[src/rtl/layer_stream_sequencer.sv]
// layer_stream_sequencer
// Captures the NN parallel neuron outputs of one fully-connected layer. It then
// replays them one word per clock, word 0 first, as the x_in/x_valid stream
// consumed by the next layer. Overrun and misaligned-valid events are latched
// into sticky flags that clear only on reset.
// Optional argmax unit: define LAYER_SEQ_ARGMAX_EN to build the running signed
// max that reports the winning neuron index at the end of every stream.
module layer_stream_sequencer #(
  parameter int NN        = 10,
  parameter int dataWidth = 16
) (
  input  logic                    clk,
  input  logic                    rst,
  input  logic [NN-1:0]           i_valid,
  input  logic [NN*dataWidth-1:0] i_data,
  output logic                    o_x_valid,
  output logic [dataWidth-1:0]    o_x_data,
  output logic                    o_busy,
  output logic                    o_done,
  output logic                    o_overrun,
  output logic                    o_misalign,
  output logic [$clog2(NN)-1:0]   o_class,
  output logic                    o_class_valid
);

  localparam int IW = $clog2(NN);
  localparam logic [IW-1:0] LAST = IW'(NN - 1);

  typedef enum logic {S_IDLE, S_SEND} state_t;

  state_t                      state_q, state_d;
  logic [IW-1:0]               idx_q, idx_d;
  logic signed [dataWidth-1:0] buf_q [NN];
  logic                        overrun_q, misalign_q;
  logic                        capture, misalign, load, done, ovr_set;
  logic                        send;
  logic signed [dataWidth-1:0] word_p0;

  // All valids high is a capture; a partial, nonzero valid vector is a misalign.
  assign capture  = &i_valid;
  assign misalign = (|i_valid) && !capture;
  assign send     = (state_q == S_SEND);
  assign word_p0  = buf_q[idx_q];

  // Next-state logic: stream from the buffer, and accept a new capture only
  // when idle or on the final word of the current stream.
  always_comb begin
    state_d = state_q;
    idx_d   = idx_q;
    load    = 1'b0;
    done    = 1'b0;
    ovr_set = 1'b0;
    case (state_q)
      S_IDLE: begin
        if (capture) begin
          load    = 1'b1;
          idx_d   = '0;
          state_d = S_SEND;
        end
      end
      S_SEND: begin
        idx_d = idx_q + 1'b1;
        if (idx_q == LAST) begin
          done = 1'b1;
          if (capture) begin
            load  = 1'b1;
            idx_d = '0;
          end else begin
            state_d = S_IDLE;
          end
        end else if (capture) begin
          ovr_set = 1'b1;
        end
      end
      default: state_d = S_IDLE;
    endcase
  end

  // State, index and sticky error flags.
  always_ff @(posedge clk or posedge rst) begin
    if (rst) begin
      state_q    <= S_IDLE;
      idx_q      <= '0;
      overrun_q  <= 1'b0;
      misalign_q <= 1'b0;
    end else begin
      state_q    <= state_d;
      idx_q      <= idx_d;
      overrun_q  <= overrun_q | ovr_set;
      misalign_q <= misalign_q | misalign;
    end
  end

  // Word buffer, loaded in parallel on an accepted capture.
  always_ff @(posedge clk or posedge rst) begin
    if (rst) begin
      for (int k = 0; k < NN; k++) buf_q[k] <= '0;
    end else if (load) begin
      for (int k = 0; k < NN; k++) buf_q[k] <= i_data[k*dataWidth +: dataWidth];
    end
  end

  // Stream outputs come straight from registered state, so a reset clears them at once.
  assign o_x_valid  = send;
  assign o_busy     = send;
  assign o_x_data   = send ? word_p0 : '0;
  assign o_done     = done;
  assign o_overrun  = overrun_q;
  assign o_misalign = misalign_q;

`ifdef LAYER_SEQ_ARGMAX_EN
  logic signed [dataWidth-1:0] max_q, max_d;
  logic [IW-1:0]               arg_q, arg_d, class_q;
  logic                        class_vld_q;

  // Running max: word 0 seeds it, later words replace it only when strictly greater.
  always_comb begin
    max_d = max_q;
    arg_d = arg_q;
    if (send && ((idx_q == '0) || (word_p0 > max_q))) begin
      max_d = word_p0;
      arg_d = idx_q;
    end
  end

  // Latch the winner on the last word; the valid pulse lands one cycle later.
  always_ff @(posedge clk or posedge rst) begin
    if (rst) begin
      max_q       <= '0;
      arg_q       <= '0;
      class_q     <= '0;
      class_vld_q <= 1'b0;
    end else begin
      max_q       <= max_d;
      arg_q       <= arg_d;
      class_vld_q <= done;
      if (done) class_q <= arg_d;
    end
  end

  assign o_class       = class_q;
  assign o_class_valid = class_vld_q;
`else
  assign o_class       = '0;
  assign o_class_valid = 1'b0;
`endif

endmodule

[config.mk]
export PLATFORM = sky130hd
export DESIGN_NAME = layer_stream_sequencer
export DESIGN_NICKNAME = d
export VERILOG_FILES = /design/src/rtl/layer_stream_sequencer.sv
export SDC_FILE = /design/constraint.sdc
export NUM_CORES = 1
export LEC_CHECK = 0
export ABC_AREA = 0
export CAP_MARGIN = 5
export CORE_MARGIN = 5
export CORE_UTILIZATION = 50
export CTS_CLUSTER_DIAMETER = 120
export DETAILED_ROUTE_END_ITERATION = 10
export HOLD_SLACK_MARGIN = 0.06
export PLACE_DENSITY_LB_ADDON = 0.08
export SKIP_CTS_REPAIR_TIMING = 1
export SLEW_MARGIN = 20
export SYNTH_ARGS = -nofsm -noshare
export SYNTH_HDL_FRONTEND = slang
export SYNTH_SLANG_ARGS = --single-unit
[constraint.sdc]
create_clock -name clk -period 7.2 [get_ports clk]
set_input_delay 1.44 -clock clk [delete_from_list [all_inputs] [get_ports clk]]
set_output_delay 1.44 -clock clk [all_outputs]
set_load 0.02 [all_outputs]
* Yosys cells after proc, flatten, opt, wreduce, memory -nomap -nowiden *
Cells that the tools add are included.

cells by class
  $add $sub $neg = 1
  order comparisons = 1
  equality and inequality tests = 2
  mux-type cells = 17
  bitwise gates (word level) = 4
  reduce and logical (&&, ||, !) cells = 4

operators by type and width
  cell                   number
  $bmux W16 S4           1
  $mux W16               3
  $mux W4                3
  $reduce_and A10 Y1     1
  $reduce_or A10 Y1      1
  $pmux W4 S2            1
  $mux W1                7
  $ge A5 B5 Y1 const B   1
  $not A4 Y5             1
  $add A4 B1 Y4 const B  1
  $eq A4 B4 Y1 const B   1
  $pmux W1 S2            2
  $ne A2 B2 Y1 const B   1
  $or A1 B1 Y1           2
  $logic_and A1 B1 Y1    1
  $logic_not A1 Y1       1
  $not A1 Y1             1

storage, ports and cells
  register bits = 167
  bits of input ports = 172
  output and inout port bits = 26

* Logic depth before layout (Yosys ltp) *
  depth in word-level cells = 5
  depth in mapped cells = 10
  gate-level depth less buffers = 5

* Worst setup path after synthesis *
OpenSTA, ideal clock, no wires.

  kind = flip-flop to output port
  from = reg idx_q[1]
  to = out o_x_data[10]
  data arrival time = 1.889 ns
  required time = 5.760 ns
  path slack = 3.871 ns
  stages on the path, launching flop included = 7
  path buffers = 3
  cells stage by stage = dfrtp_1 > buf_2 > and2_1 > buf_2 > buf_2 > a221o_1 > a211oi_1

between the ends
  longest elaborated chain between the ends = 5

RTL lines
  item                                         RTL line  source
  start: declaration                           32        logic [IW-1:0] idx_q, idx_d;
  start signal: assignment                     88        idx_q <= idx_d;
  $not A4 Y5 (not written as such)             43        assign word_p0 = buf_q[idx_q];
  $bmux W16 S4                                 43
  $mux W16 (not written as such) (2 in a row)  43
  $mux W16                                     106       assign o_x_data = send ? word_p0 : '0;
  end: declaration                             17        output logic [dataWidth-1:0] o_x_data,

No other way between the ends. The select of a mux whose other input is x is not followed.

* Worst setup path in the final report *
  from = reg idx_q[1]
  to = out o_x_data[14]

Same word-level chain as after synthesis.

==> impl_metrics.toml <==
[outcome]
status = "completed"

[power]
total_power_mw = 2.67
powerDensity_nw_per_um2 = 255
p_leak_nw = 4.87
ir_drop_v = 0.000179

[timing]
finalHoldViolCount = 0
grt_setup_unrepaired = "no"
report.final.slew_viol_count = 0
maxSlewHeadroom = 0.298
fin_crit_sh = 0.695
finalSetupViolCount = 0
tightest_slew_ns = 1.05
skew_ns = 0.00833
tns_ns = 0
max_freq_ghz = 0.200
fin_crit_ns = 5.00

[synthesis]
yosysWarnings = 0
yosysSeqAreaShare = 0.530
synth_edf_count = 0
avgSynthCellArea_um2 = 14.7
yosysMostFrequentCell = "dfrtp_1"
yosysUniqueCellTypes = 37
async_reset_ff_frac = 1.00
yosys.area.top_type = "dfrtp_1"
syn-cell-area_um2 = 7890
synth_top_flop_cell = "dfrtp_1"
yosys-top-cells-count = "dfrtp_1, mux2_2, mux2_1, a211oi_1, mux2i_1"
synth_area_leaders = "dfrtp_1, mux2_2, mux2_1, mux4_2, mux2i_1"
ys_ff_latch = 167
netlist.area_leader.share = 0.530
syn_inst = 536

[cells_and_area]
layoutNonFillerInstCount = 940
synthToLayoutAreaGrowth_pct = 32.6
antenna_cells = 0
drive_gt1_frac = 0.233
fin_nets = 885

[route]
remaining_drc_errors = 0
first_iter_violations = 316
drt-total-wl_um = 20000
routedWlPerCell_um = 21.2
vias = 5152
ant_nets = 0
firstDrtPassIters = 4
post_drt_via_cell_ratio = 5.48

[worst_setup_path]
arrival_ns = 3.56
crit_type = "reg2out"
crit_path_max_fanout = 21
startpoint_type = "flip-flop"
worst_setup_path_end_kind = "output pin"
cp.required_ns = 5.76

[cts]
cts_buffers = 17
clk_pin_slew_ns = 0.06
cts_tree = "done"
cts.sinks = 167
root_buffer = "clkbuf_16"
h-tree-depth = 4
clk_latency_ns = 0.42
clock_path_buffers = 2

[place]
place_congestion = 0.842
dp.cells = 906
port_buffers = 192
dpl.hpwl_um = 14700

[floorplanning]
num_rows = 46
initial_utilization = 0.504
ioPinCount = 198
die_w_um = 136
die-area_um2 = 18400
core_um2 = 15700
die_h_um = 136

[min_path]
min_path_type = "reg2reg"

[grt]
grt_pass1_wl_um = 30400
gr-usage-met2 = 0.343
track_usage = 0.220
grt_remaining_overflow = 0
grt_max_degree = 103
busiest_layer = "met2"
antenna_found_initial = 0
grt_pass1_vias = 5453
met3_usage = 0.0475
use_met1 = 0.311

[flow_run]
drv_cap = 0
[final cells by class]
cell class	count	area [um2]
Clock inverter	15	203
Multi-Input combinational cell	323	3380
Sequential cell	167	4180
Inverter	3	16.3
Clock buffer	17	425
Tap cell	216	270
Fill cell	1144	5190
Timing Repair Buffer	199	1980
[where the power goes]
part	switching (mW)	internal (mW)
clock	0.407	0.563
sequential	0.156	0.974
combinational	0.255	0.313
total	0.818	1.85
[layout by cell type (no fill, tap or decap), types with 2 or more instances in the layout]
cell type / n
bufinv_16: 3
ha_1: 2
inv_8: 3
mux2_2: 109
mux4_2: 16
clkbuf_16: 17
clkinv_4: 2
nor2_1: 3
mux2_1: 67
mux2i_1: 32
a211oi_1: 33
a221o_1: 16
conb_1: 5
nand2_1: 19
nor4_1: 2
dfrtp_1: 166
buf_4: 6
nand4_1: 2
inv_6: 8
clkdlybuf4s50_1: 192
[critical path, cell delays in order (launching register included)]
cell and delay (ns):
dfrtp_1 1.03, nor2b_1 0.49, a221o_1 0.45, a211oi_1 0.46, clkdlybuf4s50_1 0.70
[layer usage]
| layer | vias to the layer above | part of all wire |
|---|---|---|
| met1 | 2626 | 0.45 |
| met3 | 19 | 0.061 |
| met5 | - | 0 |
| li1 | 2346 | - |
| met2 | 161 | 0.47 |
| met4 | 0 | 0.018 |
[path summary, 6_finish.rpt]
path                                      start               endpoint  slack, ns  cells past startpoint
max reg2reg                idx_q[0]$_DFFE_PP0P_  buf_q[34]$_DFFE_PP0P_       3.12                      7
min                        o_misalign$_DFF_PP0_   o_misalign$_DFF_PP0_       0.46                      1
min in group asynchronous                   rst  buf_q[90]$_DFFE_PP0P_       1.60                      2
max                        idx_q[1]$_DFFE_PP0P_           o_x_data[14]       2.20                      4
min reg2reg                o_misalign$_DFF_PP0_   o_misalign$_DFF_PP0_       0.46                      1
max in group asynchronous                   rst  buf_q[63]$_DFFE_PP0P_       4.22                      3
[kinds of logic (layout without fill, tap and decap cells)]
kind of cell,count (synthesis),in the layout,share of synthesized area
muxes,224,224,0.338
DFF,167,167,0.530
AOI/OAI and AO/OA,58,58,0.0609
buffers and inverters,50,234,0.0454
and+or+nand+nor,33,33,0.0216
adders and majority gates,2,2,0.00317
other,1,5,0.000475
xor gates and xnor gates,1,1,0.00111
[registers in the layout, indices dropped and copies added (netlist names)]
register	count
buf_q	160
idx_q	4
o_busy	1
o_misalign	1
o_overrun	1
[through the flow]
| step | hold slack, ns | utilization | worst slack (ns) | cell area, um2 |
|---|---|---|---|---|
| final | 0.458 | 0.668 | 2.20 | 10500 |
| after global routing | 0.496 | 0.668 | 2.08 | 10500 |
| after CTS | 0.462 | 0.667 | 2.16 | 10400 |
| after detailed placement | 0.448 | 0.627 | 2.61 | 9810 |
| after global placement | 0.441 | 0.627 | 2.67 | 9810 |
| after floorplan | 0.453 | - | 1.24 | 7900 |
(Power assumes the default switching activity.)
